### src/rtl/cube_pkg.sv
// Shared colour codes, FSM states and centre table for the cube entry sequencer.
// The centre table is only consumed when CENTRE_AUTOFILL_EN is defined.
package cube_pkg;

    localparam logic [2:0] COL_NONE   = 3'b000;
    localparam logic [2:0] COL_RED    = 3'b100;
    localparam logic [2:0] COL_ORANGE = 3'b101;
    localparam logic [2:0] COL_GREEN  = 3'b010;
    localparam logic [2:0] COL_BLUE   = 3'b011;
    localparam logic [2:0] COL_WHITE  = 3'b111;
    localparam logic [2:0] COL_YELLOW = 3'b110;

    localparam int NUM_STICKERS = 54;
    localparam int NUM_COLOURS  = 6;
    localparam int ADDR_W       = $clog2(NUM_STICKERS);

    localparam logic [3:0] CENTRE_STICKER = 4'd4;

    typedef enum logic [2:0] {
        S_IDLE,
        S_ACTIVATE,
        S_WAIT_COLOUR,
        S_WRITE,
        S_RELEASE,
        S_SETTLE,
        S_CHECK,
        S_DONE
    } state_t;

    // 3'b001 is a reserved "none", so any code with bit 2 or bit 1 set is a colour
    function automatic logic is_colour(input logic [2:0] code);
        return code[2] | code[1];
    endfunction

    function automatic logic [2:0] centre_colour(input logic [2:0] face);
        logic [2:0] col;
        case (face)
            3'd0:    col = COL_WHITE;
            3'd1:    col = COL_YELLOW;
            3'd2:    col = COL_RED;
            3'd3:    col = COL_ORANGE;
            3'd4:    col = COL_GREEN;
            default: col = COL_BLUE;
        endcase
        return col;
    endfunction

endpackage

### src/rtl/cube_entry_sequencer_if.sv
// Control, chooser and cube-store signals of the entry sequencer.
// slave is the sequencer side, master is the UI / chooser / store side.
interface cube_entry_sequencer_if;
    import cube_pkg::*;

    logic              start;
    logic              abort;
    logic [2:0]        colour_in;
    logic              touch_input;
    logic              chooser_active;
    logic              wr_en;
    logic [ADDR_W-1:0] wr_addr;
    logic [2:0]        wr_data;
    logic [2:0]        face_idx;
    logic [3:0]        sticker_idx;
    logic              busy;
    logic              done;
    logic              valid_cube;

    modport slave (
        input  start,
        input  abort,
        input  colour_in,
        input  touch_input,
        output chooser_active,
        output wr_en,
        output wr_addr,
        output wr_data,
        output face_idx,
        output sticker_idx,
        output busy,
        output done,
        output valid_cube
    );

    modport master (
        output start,
        output abort,
        output colour_in,
        output touch_input,
        input  chooser_active,
        input  wr_en,
        input  wr_addr,
        input  wr_data,
        input  face_idx,
        input  sticker_idx,
        input  busy,
        input  done,
        input  valid_cube
    );

endinterface

### src/rtl/cube_entry_sequencer_colour_tally.sv
// Six saturating 4-bit per-colour counters; all_nine flags a balanced cube.
module colour_tally
    import cube_pkg::*;
(
    input  logic       clk,
    input  logic       reset,
    input  logic       i_clr,
    input  logic       i_inc,
    input  logic [2:0] i_code,
    output logic       o_all_nine
);

    logic [3:0]             r_cnt [NUM_COLOURS];
    logic [NUM_COLOURS-1:0] w_hit;

    always_comb begin
        w_hit = '0;
        case (i_code)
            COL_RED:    w_hit[0] = 1'b1;
            COL_ORANGE: w_hit[1] = 1'b1;
            COL_GREEN:  w_hit[2] = 1'b1;
            COL_BLUE:   w_hit[3] = 1'b1;
            COL_WHITE:  w_hit[4] = 1'b1;
            COL_YELLOW: w_hit[5] = 1'b1;
            default:    w_hit    = '0;
        endcase
    end

    always_ff @(posedge clk) begin
        if (reset || i_clr) begin
            for (int i = 0; i < NUM_COLOURS; i++) begin
                r_cnt[i] <= '0;
            end
        end else if (i_inc) begin
            for (int i = 0; i < NUM_COLOURS; i++) begin
                if (w_hit[i] && (r_cnt[i] != 4'hF)) begin
                    r_cnt[i] <= r_cnt[i] + 4'd1;
                end
            end
        end
    end

    always_comb begin
        o_all_nine = 1'b1;
        for (int i = 0; i < NUM_COLOURS; i++) begin
            if (r_cnt[i] != 4'd9) begin
                o_all_nine = 1'b0;
            end
        end
    end

endmodule

### src/rtl/cube_entry_sequencer.sv
// Walks all stickers through the colour chooser and writes them to the cube store.
// Define CENTRE_AUTOFILL_EN to write each face centre from a fixed table instead.
module cube_entry_sequencer
    import cube_pkg::*;
#(
    parameter logic [15:0] SETTLE_CYCLES     = 16'd1000,
    parameter int          NUM_FACES         = 6,
    parameter int          STICKERS_PER_FACE = 9
) (
    input logic                   clk,
    input logic                   reset,
    cube_entry_sequencer_if.slave bus
);

    state_t      r_state;
    state_t      w_next;
    logic [2:0]  r_face;
    logic [2:0]  w_face;
    logic [3:0]  r_sticker;
    logic [3:0]  w_sticker;
    logic [2:0]  r_data;
    logic [2:0]  w_data;
    logic [15:0] r_settle;
    logic [15:0] w_settle;
    logic        r_valid;
    logic        w_valid;

    logic        w_clr;
    logic        w_inc;
    logic        w_all_nine;
    logic        w_wrap;
    logic        w_last;
    logic [2:0]  w_adv_face;
    logic [3:0]  w_adv_sticker;

    assign w_wrap = (r_sticker == 4'(STICKERS_PER_FACE - 1));
    assign w_last = w_wrap && (r_face == 3'(NUM_FACES - 1));

    assign w_adv_sticker = w_wrap ? 4'd0 : r_sticker + 4'd1;
    assign w_adv_face    = w_wrap ? r_face + 3'd1 : r_face;

    assign w_inc = (r_state == S_WRITE);

    colour_tally u_tally (
        .clk        (clk),
        .reset      (reset),
        .i_clr      (w_clr),
        .i_inc      (w_inc),
        .i_code     (r_data),
        .o_all_nine (w_all_nine)
    );

    always_ff @(posedge clk) begin
        if (reset) begin
            r_state   <= S_IDLE;
            r_face    <= '0;
            r_sticker <= '0;
            r_data    <= COL_NONE;
            r_settle  <= '0;
            r_valid   <= 1'b0;
        end else begin
            r_state   <= w_next;
            r_face    <= w_face;
            r_sticker <= w_sticker;
            r_data    <= w_data;
            r_settle  <= w_settle;
            r_valid   <= w_valid;
        end
    end

    // abort overrides every state transition, including a colour arriving
    always_comb begin
        w_next    = r_state;
        w_face    = r_face;
        w_sticker = r_sticker;
        w_data    = r_data;
        w_settle  = r_settle;
        w_valid   = r_valid;
        w_clr     = 1'b0;
        if (bus.abort) begin
            w_next = S_IDLE;
        end else begin
            unique case (r_state)
                S_IDLE, S_DONE: begin
                    if (bus.start) begin
                        w_clr     = 1'b1;
                        w_face    = '0;
                        w_sticker = '0;
                        w_valid   = 1'b0;
                        w_next    = S_ACTIVATE;
                    end
                end
                S_ACTIVATE: begin
                    w_next = S_WAIT_COLOUR;
                end
                S_WAIT_COLOUR: begin
                    if (is_colour(bus.colour_in)) begin
                        w_data = bus.colour_in;
                        w_next = S_WRITE;
                    end
                end
                S_WRITE: begin
`ifdef CENTRE_AUTOFILL_EN
                    if (r_sticker == CENTRE_STICKER) begin
                        w_sticker = w_adv_sticker;
                        w_next    = S_ACTIVATE;
                    end else begin
                        w_next = S_RELEASE;
                    end
`else
                    w_next = S_RELEASE;
`endif
                end
                S_RELEASE: begin
                    if ((bus.colour_in == COL_NONE) && !bus.touch_input) begin
                        w_settle = SETTLE_CYCLES;
                        w_next   = S_SETTLE;
                    end
                end
                S_SETTLE: begin
                    if (r_settle != 16'd0) begin
                        w_settle = r_settle - 16'd1;
                    end else if (w_last) begin
                        w_face    = '0;
                        w_sticker = '0;
                        w_next    = S_CHECK;
                    end else begin
                        w_face    = w_adv_face;
                        w_sticker = w_adv_sticker;
`ifdef CENTRE_AUTOFILL_EN
                        if (w_adv_sticker == CENTRE_STICKER) begin
                            w_data = centre_colour(w_adv_face);
                            w_next = S_WRITE;
                        end else begin
                            w_next = S_ACTIVATE;
                        end
`else
                        w_next = S_ACTIVATE;
`endif
                    end
                end
                S_CHECK: begin
                    w_valid = w_all_nine;
                    w_next  = S_DONE;
                end
                default: begin
                    w_next = S_IDLE;
                end
            endcase
        end
    end

    assign bus.chooser_active = (r_state == S_ACTIVATE) || (r_state == S_WAIT_COLOUR);
    assign bus.wr_en          = (r_state == S_WRITE);
    assign bus.wr_addr        = {r_face, 3'b000} + {3'b000, r_face} + {2'b00, r_sticker};
    assign bus.wr_data        = r_data;
    assign bus.face_idx       = r_face;
    assign bus.sticker_idx    = r_sticker;
    assign bus.busy           = (r_state != S_IDLE) && (r_state != S_DONE);
    assign bus.done           = (r_state == S_DONE);
    assign bus.valid_cube     = r_valid && (r_state == S_DONE);

endmodule

### src/flat_wrapper.sv
// flat-port wrapper written by rule: the top's interface ports become plain ports
module cube_entry_sequencer_flat import cube_pkg::*;
#(
    parameter logic [15:0] SETTLE_CYCLES     = 16'd1000,
    parameter int          NUM_FACES         = 6,
    parameter int          STICKERS_PER_FACE = 9
)
  (clk, reset, bus_start, bus_abort, bus_colour_in, bus_touch_input, bus_chooser_active, bus_wr_en, bus_wr_addr, bus_wr_data, bus_face_idx, bus_sticker_idx, bus_busy, bus_done, bus_valid_cube);
  cube_entry_sequencer_if bus_i ();
  input logic clk;
  input logic reset;
  input wire logic [$bits(bus_i.start)-1:0] bus_start;
  input wire logic [$bits(bus_i.abort)-1:0] bus_abort;
  input wire logic [$bits(bus_i.colour_in)-1:0] bus_colour_in;
  input wire logic [$bits(bus_i.touch_input)-1:0] bus_touch_input;
  output wire logic [$bits(bus_i.chooser_active)-1:0] bus_chooser_active;
  output wire logic [$bits(bus_i.wr_en)-1:0] bus_wr_en;
  output wire logic [$bits(bus_i.wr_addr)-1:0] bus_wr_addr;
  output wire logic [$bits(bus_i.wr_data)-1:0] bus_wr_data;
  output wire logic [$bits(bus_i.face_idx)-1:0] bus_face_idx;
  output wire logic [$bits(bus_i.sticker_idx)-1:0] bus_sticker_idx;
  output wire logic [$bits(bus_i.busy)-1:0] bus_busy;
  output wire logic [$bits(bus_i.done)-1:0] bus_done;
  output wire logic [$bits(bus_i.valid_cube)-1:0] bus_valid_cube;
  assign bus_i.start = bus_start;
  assign bus_i.abort = bus_abort;
  assign bus_i.colour_in = bus_colour_in;
  assign bus_i.touch_input = bus_touch_input;
  assign bus_chooser_active = bus_i.chooser_active;
  assign bus_wr_en = bus_i.wr_en;
  assign bus_wr_addr = bus_i.wr_addr;
  assign bus_wr_data = bus_i.wr_data;
  assign bus_face_idx = bus_i.face_idx;
  assign bus_sticker_idx = bus_i.sticker_idx;
  assign bus_busy = bus_i.busy;
  assign bus_done = bus_i.done;
  assign bus_valid_cube = bus_i.valid_cube;
  cube_entry_sequencer #(.SETTLE_CYCLES(SETTLE_CYCLES), .NUM_FACES(NUM_FACES), .STICKERS_PER_FACE(STICKERS_PER_FACE)) u_core (.clk(clk), .reset(reset), .bus(bus_i));
endmodule
### config.mk
export PLATFORM = sky130hd
export DESIGN_NAME = cube_entry_sequencer_flat
export DESIGN_NICKNAME = d
export VERILOG_FILES = /design/src/rtl/cube_pkg.sv /design/src/rtl/cube_entry_sequencer_if.sv /design/src/rtl/cube_entry_sequencer_colour_tally.sv /design/src/rtl/cube_entry_sequencer.sv /design/src/flat_wrapper.sv
export SDC_FILE = /design/constraint.sdc
export NUM_CORES = 1
export LEC_CHECK = 0
export ABC_AREA = 1
export BUFFER_PORTS_ARGS = -buffer_cell sky130_fd_sc_hd__buf_2
export CAP_MARGIN = 30
export CORE_AREA = 10 10 113 115
export CTS_CLUSTER_DIAMETER = 100
export CTS_CLUSTER_SIZE = 25
export DETAILED_ROUTE_END_ITERATION = 6
export DIE_AREA = 0 0 123 125
export PLACE_DENSITY_LB_ADDON = 0.08
export SETUP_SLACK_MARGIN = 0.2
export SYNTH_ARGS = -nofsm -noshare
export SYNTH_HDL_FRONTEND = slang
export SYNTH_SLANG_ARGS = --single-unit
### constraint.sdc
create_clock -name clk -period 1.9 [get_ports clk]
set_input_delay 0.19 -clock clk [delete_from_list [all_inputs] [get_ports clk]]
set_output_delay 0.19 -clock clk [all_outputs]
set_load 0.02 [all_outputs]
# [Word-level counts from Yosys, hierarchy flattened]
# Memory sizes are Yosys's and may differ from the RTL's.
# Index checks and enable logic that the tools add are counted.
[totals] reg_bits=30 latch_bits=0 ramBits=24 rom_bits=0 input_bits=8 out_inout_bits=21 elab_cells=156 mem_count=1
[op_classes] add_sub_neg=11 mul=0 div_mod_pow=0 n_lt_le_gt_ge=0 eq_ne=34 shift=0 n_mux=68 bitwise_logic=8 reduce_logical=28
[memory_table] memory="u_core.u_tally.r_cnt" depth=6 word_bits=4 read_ports=6 rd_ports_with_merged_regs=0 write_ports=6 line="cube_entry_sequencer_colour_tally.sv:13" rtl="logic [3:0] r_cnt [NUM_COLOURS];"
[ops] cell="$ne A4 B4 Y1 const B" n=12
[ops] cell="$mux W1" n=42
[ops] cell="$mux W4" n=10
[ops] cell="$mux W16" n=2
[ops] cell="$pmux W16 S2" n=1
[ops] cell="$add A4 B1 Y4 const B" n=7
[ops] cell="$eq A3 B3 Y1 const B" n=9
[ops] cell="$mux W3" n=9
[ops] cell="$pmux W3 S7" n=1
[ops] cell="$reduce_bool A16 Y1" n=1
[ops] cell="$sub A16 B1 Y16 const B" n=1
[ops] cell="$eq A3 B2 Y1 const B" n=4
[ops] cell="$reduce_and A4 Y1" n=3
[ops] cell="$logic_and A1 B1 Y1" n=10
[ops] cell="$pmux W4 S2" n=1
[ops] cell="$or A1 B1 Y1" n=7
[ops] cell="$add A6 B3 Y6" n=1
[ops] cell="$add A6 B4 Y6" n=1
[ops] cell="$logic_not A3 Y1" n=2
[ops] cell="$ne A2 B1 Y1 const B" n=3
[ops] cell="$pmux W3 S2" n=1
[ops] cell="$reduce_and A3 Y1" n=2
[ops] cell="$reduce_bool A2 Y1" n=3
[ops] cell="$reduce_and A5 Y1" n=1
[ops] cell="other kinds (12)" n=15

# [Logic depth before layout (Yosys ltp)]
# Gate-level depths: netlist of run 1.
[depth] word_depth=8 depth_mapped=12 depth_no_buf=11

# [Modules after synthesis]
# A second synthesis of run 1 with hierarchy kept.
[unflattened] cells_unflattened=499 hier_area_um2=3599.7
[by_module_without_submodules] module="cube_entry_sequencer" n_inst=1 cells_each=340 area_each_um2=2145.8 seq_area_each_um2=600.6
[by_module_without_submodules] module="colour_tally" n_inst=1 cells_each=159 area_each_um2=1453.9 seq_area_each_um2=720.7

# [Least setup slack after synthesis of run 1]
# Ideal clock, no wire load.
[synth_path] path_kind="register to output" startpoint="register u_core.r_sticker[0] (netlist: u_core.bus.sticker_idx[0])" endpoint="output bus_wr_addr[4]" arrival_ps=1572 t_required_ps=1710 slack_ps=138 stages_incl_launch_ff=6 path_cell_list="dfxtp_1 > ha_1 > fa_1 > nand3_1 > nand3_1 > xor2_1"
[synth_via] elab_chain_len=1
[synth_rtl] item="from (decl)" line="cube_entry_sequencer.sv:19" rtl="logic [3:0] r_sticker;"
[synth_rtl] item="from (signal assigned)" line="cube_entry_sequencer.sv:64" rtl="r_sticker <= w_sticker;"
[synth_rtl] item="$add A6 B4 Y6" line="cube_entry_sequencer.sv:155" rtl="assign bus.wr_addr = {r_face, 3'b000} + {3'b000, r_face} + {2'b00, r_sticker};"
[synth_rtl] item="to (decl)" line="flat_wrapper.sv:18" rtl="output wire logic [$bits(bus_i.wr_addr)-1:0] bus_wr_addr;"
# Every way passes these cells.

# [Worst setup path after layout of run 1]
[layout_path] startpoint="register u_core.r_face[0] (netlist: u_core.bus.face_idx[0])" endpoint="output bus_wr_addr[4]"
[layout_via] elab_chain_len=2
[layout_rtl] item="from (decl)" line="cube_entry_sequencer.sv:17" rtl="logic [2:0] r_face;"
[layout_rtl] item="from (signal assigned)" line="cube_entry_sequencer.sv:63" rtl="r_face <= w_face;"
[layout_rtl] item="$add A6 B3 Y6" line="cube_entry_sequencer.sv:155"
[layout_rtl] item="$add A6 B4 Y6" line="cube_entry_sequencer.sv:155"
# Every way passes these cells.

==> impl_results.md, run 1 <==
* Reg2reg end: u_core.r_state[0]$_SDFFE_PP0P_
* Yosys warns at 0
* Highest clock rate at around 540 MHz
* Final hold vios at 0
* Layout net count at 556
* Drt drc at 0
* Placed cell count at between 600 and 700
* Worst min-delay path endpoint: u_core.bus.wr_data[2]$_SDFFE_PP0P_
* Library cells used by synthesis at 37
* Leading area contributor after synthesis: edfxtp_1
* Commonest cells in the synthesized netlist: nand2_1 (114), nor2_1 (76), inv_1 (53)
* Non-Filler Instances at between 600 and 700
* CTS Buf Count at 5
* # fillers at about 1100
* RSZ-0062 raised after global routing: true
* Maximum vdd drop at 0.000266 V
* Peak fanout along the critical path at 2
* Fin crit period at between 1.5 and 2 ns
* Mean post-synth cell area at roughly 7.6 um2
* Cts hold-fix bufs at 0
* Core Rows at 38
* Util after Layout at about 42%
* Grt ovf at 0
* Synth top area cells: edfxtp_1 (20%), dfxtp_1 (16%), nand2_1 (12%)
* Core area at ~11000 um2
* Pwr dens at roughly 520 nW/um2
* Gr usage total at a little under an eighth
* Vias in the first global route at roughly 3000
* Worst Path Required at about 1.7 ns
* Final instance area at 4500 um2
* Initial antenna violation count at 0
* Syn Inst Count at approximately 480
* #FFs+latches synth at between 50 and 60
* R2r setup slk at about 0.30 ns
* Critical R2R Launch: u_core.bus.sticker_idx[0]$_SDFFE_PP0P_
* N_diodes at 0
* Initial DRC count at 170
* Syn_nets at between 500 and 600
* Drt pass-1 iters at 4
* EDFF count, synth at 24
* # IOs at 29
* Hold Crit Start: bus_colour_in[2]
* Max-Cap Viols at 0
* Post-synthesis sequential area ratio at between 30% and 40%
* Skew final at between 0.009 and 0.01 ns
* P_leak at 1.92 nW
* Die area at 15400 um2
* Critical path launch point type: flop
* # setup viols final at 0
* Multi-input gate area at 2270 um2
* CTS root buf: clkbuf_8
* DR vias at ~3000
* Initial core utilization at around a third
* Slew headroom at between 70% and 80%
* Post-Route WL at between 8000 and 9000 um
* Overall Power at about 2.3 mW
* Worst min path class: primary input to flop
* DP HPWL at approximately 6600 um
* Netlist Area Pre-Place at about 3600 um2
* Wire per inst at roughly 13 um
* Clock sink total at 54
* Htree depth at 2
* Top-count cell post-synth: nand2_1
* Longest Clk Path Bufs at 2
* DP Area at about 4000 um2
* Area Overhead vs Synth at 23.5%
* Ys flop type: dfxtp_1
* Worst Setup Path Type: flop to output pin
* Routed vias/inst at between 4 and 5
* Slew Limit Fails at 0
* Die width at around 120 um
* Gp weighted congestion at approximately 0.81
* CTS tree: built
* Clk pin slew, worst setup/hold paths at 0.10 ns
* Later-pin clock latency in the skew report at between 0.3 and 0.4 ns
* CP endpoint kind: output pin
* Outcome: finished clean
* Largest net degree at the start of global routing at 23
* Least-Margin Pin Slew at between 0.3 and 0.4 ns
* Synth top area share at 19.8%
* Antenna viol nets, final at 0
* Final period util at between 90 and 100%
* Post-synth ARST share at 0%
* Share of cells above drive strength 1 at 29.8%
* Global-route wire length before repair at ~15000 um
* Die Height at between 100 and 150 um
* FF+latch area at 1350 um2
* Hold-critical path depth at 3
* IO buf count at 28
* R2R depth at 10
* Critical Path AT at about 1.7 ns
## sequential cells by signal, indices dropped and copies added (netlist names)
name	cells
u_core.u_tally.r_cnt	24
u_core.bus.face_idx	3
u_core.bus.wr_data	3
u_core.r_settle	16
u_core.bus.sticker_idx	4
u_core.r_state	3
u_core.r_valid	1
## what timing repair did
item | in CTS | in global routing
pin swaps | 8 | 18
hold endpoints to repair | 0 | 0
resized for setup | 33 | 43
buffers inserted | 8 | 6
setup endpoints to repair | 66 | 74
## cell type report
| type | count | area share [%] |
|---|---|---|
| Multi-Input combinational cell | 356 | 50.5 |
| Sequential cell | 54 | 29.9 |
| Timing Repair Buffer | 52 | 8.26 |
| Clock inverter | 3 | 1.06 |
| Tap cell | 140 | 3.89 |
| Clock buffer | 5 | 1.53 |
| Inverter | 57 | 4.81 |
## report_power, final
part	switching [mW]	internal [mW]	leakage (nW)	total, mW
logic	0.153	0.0840	1.36	0.237
registers	0.0354	1.24	0.504	1.28
clock network	0.421	0.403	0.0591	0.825
total	0.610	1.73	1.92	2.34
## worst max-delay path, stage by stage (launching register included)
cell and delay, ns:
dfxtp_2 0.36, ha_4 0.17, fa_2 0.40, nand3_2 0.07, nand3_2 0.07, xor2_2 0.15
buf_6 0.14
## placed cells by master (no fill, tap or decap), drive strengths merged, types with 2 or more instances in the layout
cell type  count
a21oi         30
a31oi          2
buf           52
clkbuf         5
dfxtp         30
edfxtp        24
ha            21
inv           59
nand2        125
nand3         30
nand3b         2
nand4          9
nor2          83
nor3           9
nor3b          7
nor4           7
o21ai         13
xor2          13
## per-layer routing
layer / global-route usage (%) / wire length (um)
met2: 19.0 / 4070
met4: 2.60 / 86
met5: 0 / 0
met3: 2.39 / 244
met1: 15.3 / 4360
## how the worst max path moves through the flow
stage | startpoint | end | cells past startpoint
3_3_place_gp | u_core.r_state[0]$_SDFFE_PP0P_ | u_core.u_tally.r_cnt[2][2]$_SDFFCE_PN0P_ | 6
2_1_floorplan | u_core.bus.face_idx[2]$_SDFFE_PP0P_ | bus_wr_addr[5] | 6
5_1_grt | u_core.bus.face_idx[0]$_SDFFE_PP0P_ | bus_wr_addr[4] | 6
3_5_place_dp | u_core.r_settle[0]$_SDFFE_PP0P_ | u_core.r_settle[9]$_SDFFE_PP0P_ | 11
4_1_cts | u_core.bus.face_idx[0]$_SDFFE_PP0P_ | bus_wr_addr[4] | 6
6_report | u_core.bus.face_idx[0]$_SDFFE_PP0P_ | bus_wr_addr[4] | 6
## through the flow
step	hold WS, ns	setup TNS [ns]	worst slack [ns]
detailed placement	0.437	0	0.116
CTS	0.101	0	0.0501
global route	0.115	-0.0431	-0.0176
finish	0.117	0	0.0463
floorplan	0.259	0	0.206
global placement	0.441	0	0.160
## cell families (layout without fill, tap and decap cells)
group,Yosys count,in the layout,synth area share [%]
compound gates,46,46,8.83
xor+xnor,14,14,3.37
fa+ha+maj,22,22,7.77
buf+inv,66,117,7.77
flops,54,54,36.3
simple gates,274,274,36.0
Power figures use the tool's default switching activity.
==> inputs of run 2 (changes only) <==
--- a/config.mk
+++ b/config.mk
@@ -14,7 +14,7 @@
 export DETAILED_ROUTE_END_ITERATION = 6
 export DIE_AREA = 0 0 123 125
 export PLACE_DENSITY_LB_ADDON = 0.08
-export SETUP_SLACK_MARGIN = 0.2
+export SETUP_SLACK_MARGIN = 0.5
 export SYNTH_ARGS = -nofsm -noshare
 export SYNTH_HDL_FRONTEND = slang
 export SYNTH_SLANG_ARGS = --single-unit
==> run 2 against run 1 <==
Net effect:
- total power is 10% higher
- critical path depth is the same
- cell count is 9.6% higher
- sequential power hardly changed
- clock-buffer cell count is the same
- largest power group unchanged
==> impl_results.md, run 2 (synthesis gave the netlist of run 1 again) <==
* Gr usage total at 13.2% (+1.6 points)
* Hold_ws at 0.117 ns (+0.000251 ns)
* Share of cells above drive strength 1 at 55.7% (+26 points)
* Sequential share of power at 49.1% (-5.5 points)
* Worst Setup SP: u_core.bus.face_idx[0]$_SDFFE_PP0P_
* Most frequent cells in the layout: nand2_1 (69), buf_4 (56), nor2_1 (48)
* Routed vias/inst at 4.79 (+3.5%)
* Most common cell after layout, fill and taps aside: nand2_1
* Worst min path class: primary input to flop
* Largest net degree at the start of global routing at 24 (+4.3%)
* Die area at 15400 um2 (unchanged)
* NetSw at 0.647 mW (+6.1%)
* Overall Power at 2.58 mW (+10%)
* Layout net count at 620 (+12%)
* Non-Filler Instances at 731 (+9.6%)
* Gp weighted congestion at 0.788 (-2.8%)
* Max-Cap Viols at 0 (unchanged)
* Drt drc at 0 (unchanged)
* Die Height at 125 um (unchanged)
* CTS tree: built
* Final Worst Setup Slack at 0.0458 ns (-0.000515 ns)
* # setup viols final at 0 (unchanged)
* Switch share at 25.1% (-1.0 points)
* Htree depth at 2 (unchanged)
* Die width at 123 um (unchanged)
* Initial antenna violation count at 0 (unchanged)
* Area Overhead vs Synth at 60.8%
* DR vias at 3499 (+13%)
* P_leak at 2.54 nW (+32%)
* Maximum vdd drop at 0.000267 V (about the same)
* Skew final at 0.0101 ns (+0.00101 ns)
* Final hold vios at 0 (unchanged)
* Vias in the first global route at 3510 (+14%)
* Placed cell count at 639 (-0.93%)
* Post-Route WL at 10500 um (+20%)
* Grt ovf at 0 (unchanged)
* Slew headroom at 74.3% (+0.73 points)
* Util after Layout at 55.2% (+13 points)
* Critical Path AT at 1.66 ns (about the same)
* Initial DRC count at 154 (-9.4%)
* Cts hold-fix bufs at 0 (unchanged)
* Clk pin slew, worst setup/hold paths at 0.11 ns (about the same)
* Initial core utilization at 34.3% (unchanged)
* Highest clock rate at 539 MHz (about the same)
* Later-pin clock latency in the skew report at 0.31 ns (about the same)
* Slew Limit Fails at 0 (unchanged)
* Worst Setup Path Type: flop to output pin
* Longest Clk Path Bufs at 2 (unchanged)
* CTS Buf Count at 5 (unchanged)
* Internal at 1.94 mW (+12%)
* DP Area at 4170 um2 (+4.7%)
* Wire per inst at 14.3 um (+9.2%)
* Logic pwr share at 15.4% (+5.3 points)
* RSZ-0062 raised after global routing: true
* # IOs at 29 (unchanged)
* Worst Path Required at 1.71 ns (about the same)
* Pwr dens at 441 nW/um2 (-15%)
* Post-route setup TNS at 0 ns (unchanged)
* Clock sink total at 54 (unchanged)
* Outcome: finished clean
* Least-Margin Pin Slew at 0.384 ns (-0.00841 ns)
* Clk pwr share at 35.5% (+0.3 points)
* DP HPWL at 6540 um (-0.48%)
* Number of flip-flops in the largest register at 24 (unchanged)
* Final instance area at 5850 um2 (+30%)
* # fillers at 990 (-9.1%)
* Largest reg by FF count: u_core.u_tally.r_cnt
* Critical R2R Launch: u_core.bus.sticker_idx[0]$_SDFFE_PP0P_
* CTS root buf: clkbuf_8
* CP endpoint kind: output pin
* N_diodes at 0 (unchanged)
* Post-Place Worst Slack at 0.0479 ns (-0.0686 ns)
* Core area at 10600 um2 (unchanged)
* IO buf count at 28 (unchanged)
* Core Rows at 38 (unchanged)
* Global-route wire length before repair at 16800 um (+13%)
* Hold Crit Start: bus_colour_in[1]
* Drt pass-1 iters at 4 (unchanged)
* Peak fanout along the critical path at 3 (+1)
* Final period util at 97.6% (about the same)
* Antenna viol nets, final at 0 (unchanged)
* Critical path launch point type: flop
* Fin crit period at 1.85 ns (+0.000515 ns)
run 2: cell types whose count changed in the layout (fill, tap and decap cells not counted), sizes merged:
| cell | before | now |
|---|---|---|
| clkinv | 0 | 2 |
| nand2 | 125 | 127 |
| bufinv | 1 | 2 |
| buf | 52 | 113 |
| inv | 59 | 57 |
run 2: final timing paths:
| check | endpoint | slack [ns] | cells after the start |
|---|---|---|---|
| worst min register to register | u_core.r_settle[13]$_SDFFE_PP0P_ | 0.53 | 2 |
| worst max-delay path | bus_wr_addr[4] | 0.05 | 6 |
| worst max register to register | u_core.bus.face_idx[1]$_SDFFE_PP0P_ | 0.14 | 11 |
| worst min-delay path | u_core.bus.wr_data[1]$_SDFFE_PP0P_ | 0.12 | 3 |
run 2: critical path, stage by stage, from the launching register on:
cell	delay [ns]
dfxtp_4	0.38
ha_4	0.16
fa_2	0.35
nand3_2	0.09
nand3_4	0.09
xor2_4	0.16
buf_6	0.13
run 2: what timing repair did:
action | 4_1_cts | 5_1_grt
buffers inserted | 57 | 23
setup endpoints to repair | 87 | 89
resized for setup | 122 | 115
pin swaps | 52 | 47
cloned | 4 | 0
run 2: final cells by class:
cell class	count	area, um2	area share, %
Clock buffer	5	68.8	1.18
Clock inverter	3	63.8	1.09
Inverter	57	249	4.25
Multi-Input combinational cell	358	2870	49.1
Sequential cell	54	1380	23.6
Tap cell	140	175	2.99
Timing Repair Buffer	113	1030	17.6
Timing Repair inverter	1	16.3	0.278
run 2: routing by layer:
metal	track usage [%]	part of all wire (%)	up-vias
met3	1.89	2.8	5
met5	0	0	-
met4	3.15	0.69	0
met1	15.7	43	1668
met2	24.1	53	45
li1	-	-	1781
run 2: power groups by stage:
stage	Combinational, mW	Clock [mW]	Sequential (mW)
floorplan	0.157	0	1.30
global placement	0.213	0	1.31
detailed placement	0.212	0	1.31
CTS	0.343	0.959	1.27
global route	0.431	0.979	1.27
finish	0.397	0.918	1.27
==> inputs of run 3 (changes only) <==
--- a/config.mk
+++ b/config.mk
@@ -5,15 +5,14 @@
 export SDC_FILE = /design/constraint.sdc
 export NUM_CORES = 1
 export LEC_CHECK = 0
-export ABC_AREA = 1
 export BUFFER_PORTS_ARGS = -buffer_cell sky130_fd_sc_hd__buf_2
 export CAP_MARGIN = 30
-export CORE_AREA = 10 10 113 115
+export CORE_AREA = 10 10 84 86
 export CTS_CLUSTER_DIAMETER = 100
 export CTS_CLUSTER_SIZE = 25
 export DETAILED_ROUTE_END_ITERATION = 6
-export DIE_AREA = 0 0 123 125
-export PLACE_DENSITY_LB_ADDON = 0.08
+export DIE_AREA = 0 0 94 96
+export PLACE_DENSITY = 0.78
 export SETUP_SLACK_MARGIN = 0.5
 export SYNTH_ARGS = -nofsm -noshare
 export SYNTH_HDL_FRONTEND = slang
==> run 3 against run 2 <==
Net effect:
- die area down 41%
- critical endpoint is now u_core.bus.sticker_idx[2]$_SDFFE_PP0P_
- clock skew up 0.0036 ns
- clock-buffer cell count up 1
- fmax down 30%
- the run now ends with DRC, setup timing left
- critical path depth up 1
- area after synthesis down 15%
- total power down 11%
- non-clock buffer count up 3
- first-iteration DRC count rose to 3.3 times the previous value
==> impl_results.md, run 3 <==
* Clk pwr share at 31.2% (-4.3 points)
* Slew Limit Fails at 0 (unchanged)
* Number of flip-flops in the largest register at 24 (unchanged)
* Worst Setup SP: u_core.r_settle[1]$_SDFFE_PP0P_
* Sequential share of power at 55.4% (+6.3 points)
* Share of cells above drive strength 1 at 51.4% (-4.2 points)
* Most common cell after layout, fill and taps aside: buf_4
* Top-count cell post-synth: nor2_1
* Core area at 5410 um2 (-49%)
* DP Area at 3830 um2 (-7.9%)
* Grt ovf at 0 (unchanged)
* Antenna viol nets, final at 0 (unchanged)
* Largest net degree at the start of global routing at 18 (-25%)
* Placed cell count at 471 (-26%)
* Initial antenna violation count at 0 (unchanged)
* Switch share at 27.1% (+2.1 points)
* CTS tree: built
* Critical-path cell list: inv_2, ha_4, or4b_4, or4b_4, a211o_1, or4b_1, a21boi_1
* Post-Place Worst Slack at -0.585 ns (-0.633 ns)
* Max-Cap Viols at 0 (unchanged)
* Commonest cells in the synthesized netlist: nor2_1 (52), dfxtp_1 (30), edfxtp_1 (24)
* Routed vias/inst at 6.86 (+43%)
* Internal at 1.68 mW (-13%)
* Longest Clk Path Bufs at 2 (unchanged)
* Critical path launch point type: flop
* Hold Crit Start: bus_colour_in[0]
* # fillers at 187 (-81%)
* CP max stage cell: or4b_4
* Logic pwr share at 13.4% (-2.0 points)
* Die area at 9020 um2 (-41%)
* #FFs+latches synth at 54 (unchanged)
* Maximum vdd drop at 0.000441 V (+65%)
* Final period util at 139% (+41 points)
* Max stage delay on crit path at 0.56 ns (+0.18 ns)
* Mean post-synth cell area at 9.20 um2 (+20%)
* Wire per inst at 24.3 um (+69%)
* Util after Layout at 90.2% (+35 points)
* Synth top area cells: edfxtp_1 (23%), dfxtp_1 (19%), ha_1 (8.4%)
* # IOs at 29 (unchanged)
* Final Worst Setup Slack at -0.736 ns (-0.782 ns)
* Largest reg by FF count: u_core.u_tally.r_cnt
* Initial DRC count at 506 (+230%)
* Die width at 94 um (-24%)
* Drt pass-1 iters at 7 (+3)
* Worst min path class: primary input to flop
* Post-Route WL at 12700 um (+21%)
* NetSw at 0.625 mW (-3.4%)
* Leading area contributor after synthesis: edfxtp_1
* Overall Power at 2.30 mW (-11%)
* Area Overhead vs Synth at 56.7%
* Library cells used by synthesis at 50 (+35%)
* Layout net count at 480 (-23%)
* Non-Filler Instances at 523 (-28%)
* Syn_nets at 368 (-27%)
* Syn Inst Count at 338 (-29%)
* Vias in the first global route at 3232 (-7.9%)
* Post-synth ARST share at 0% (unchanged)
* Gr usage total at 21.5% (+8.3 points)
* CP endpoint kind: flop
* Fin crit period at 2.64 ns (+0.782 ns)
* Critical path buffers and inverters at 1 (unchanged)
* Core Rows at 27 (-29%)
* Cell family with most CP delay: simple AND/OR/NAND/NOR gates
* Critical R2R Launch: u_core.r_settle[1]$_SDFFE_PP0P_
* Post-route setup TNS at -11.95 ns (-11.95 ns)
* Synth top area share at 23.2% (+3.4 points)
* CTS root buf: clkbuf_8
* Highest clock rate at 379 MHz (-30%)
* Least-Margin Pin Slew at 1.12 ns (+0.733 ns)
* Slew headroom at 25.0% (-49 points)
* DR vias at 3587 (+2.5%)
* # setup viols final at 49 (+49)
* Netlist Area Pre-Place at 3110 um2 (-15%)
* Most frequent cells in the layout: buf_4 (61), buf_6 (33), nor2_1 (29)
* Gp weighted congestion at 0.847 (+7.5%)
* Global-route wire length before repair at 15700 um (-6.5%)
* Worst Path Required at 2.15 ns (+0.44 ns)
* RSZ-0062 raised after global routing: true
* Yosys warns at 0 (unchanged)
* Final hold vios at 0 (unchanged)
* EDFF count, synth at 24 (unchanged)
* IO buf count at 28 (unchanged)
* Later-pin clock latency in the skew report at 0.33 ns (+0.02 ns)
* Final instance area at 4870 um2 (-17%)
* Failing checks: DRC, setup timing
* Most common cell on crit path: or4b_4
* Peak fanout along the critical path at 3 (unchanged)
* P_leak at 1.93 nW (-24%)
* Die Height at 96 um (-23%)
* CTS Buf Count at 5 (unchanged)
* Critical Path AT at 2.89 ns (+1.23 ns)
* DP HPWL at 5830 um (-11%)
* Ys flop type: dfxtp_1
* Htree depth at 2 (unchanged)
* Hold_ws at 0.174 ns (+0.0562 ns)
* Worst Setup Path Type: flop to flop
* N_diodes at 0 (unchanged)
* Outcome: finished, violations left
* Pwr dens at 473 nW/um2 (+7.1%)
* Skew final at 0.0137 ns (+0.00357 ns)
* Post-synthesis sequential area ratio at 42.5% (+6.2 points)
* Clock sink total at 54 (unchanged)
* Drt drc at 12 (+12)
* Initial core utilization at 57.5% (+23 points)
* Clk pin slew, worst setup/hold paths at 0.10 ns (about the same)
==> run 3: area by class of cell <==
class | instances | area (um2) | share of cell area [%]
repair buffers | 116 | 990 | 20.3
flip-flops and latches | 54 | 1350 | 27.8
well taps | 72 | 90.1 | 1.85
inverters | 15 | 56.3 | 1.16
clock buffers | 6 | 82.6 | 1.69
multi-input cells | 258 | 2290 | 46.9
clock inverters | 2 | 16.3 | 0.334
==> run 3: worst paths after layout <==
path	endpoint	slack [ns]	cells past startpoint
worst max-delay path	u_core.bus.sticker_idx[2]$_SDFFE_PP0P_	-0.74	7
worst min-delay path	u_core.bus.wr_data[0]$_SDFFE_PP0P_	0.17	3
worst max register to register	u_core.bus.sticker_idx[2]$_SDFFE_PP0P_	-0.74	7
worst min register to register	u_core.bus.wr_data[2]$_SDFFE_PP0P_	0.56	2
==> run 3: cell families (layout without fill, tap and decap cells) <==
family / Yosys count / in the layout / synth area share, %
simple gates: 155 / 155 / 25.9
flops: 54 / 54 / 42.5
compound gates: 50 / 50 / 10.5
xor+xnor: 30 / 30 / 8.45
buf+inv: 26 / 139 / 3.26
fa+ha+maj: 22 / 22 / 9.09
mux: 1 / 1 / 0.322
==> run 3: timing repair <==
item | CTS | global route
gates resized for setup | 75 | 62
buffers inserted | 27 | 17
hold buffers | 0 | 0
setup endpoints to repair | 84 | 87
pin swaps | 40 | 41
hold endpoints to repair | 0 | 0
==> run 3: per-layer routing <==
metal / GRT usage [%] / share of wire (%) / vias to the layer above
li1: - / - / 1443
met1: 24.6 / 33 / 1702
met2: 38.7 / 48 / 327
met3: 3.97 / 11 / 115
met4: 8.86 / 8.2 / 0
met5: 0 / 0 / -
==> run 3: worst register-to-register path, cell delays in order, from the launching register on <==
cell and delay, ns:
dfxtp_2 0.34, inv_2 0.06, ha_4 0.12, or4b_4 0.48
or4b_4 0.56, a211o_1 0.31, or4b_1 0.52, a21boi_1 0.18
==> run 3: power by group through the flow <==
| stage | clock network, mW | registers, mW | logic, mW |
|---|---|---|---|
| global placement | 0 | 1.29 | 0.163 |
| finish | 0.719 | 1.28 | 0.309 |
| detailed placement | 0 | 1.29 | 0.168 |
| global route | 0.766 | 1.28 | 0.319 |
| floorplan | 0 | 1.28 | 0.120 |
| CTS | 0.703 | 1.27 | 0.229 |
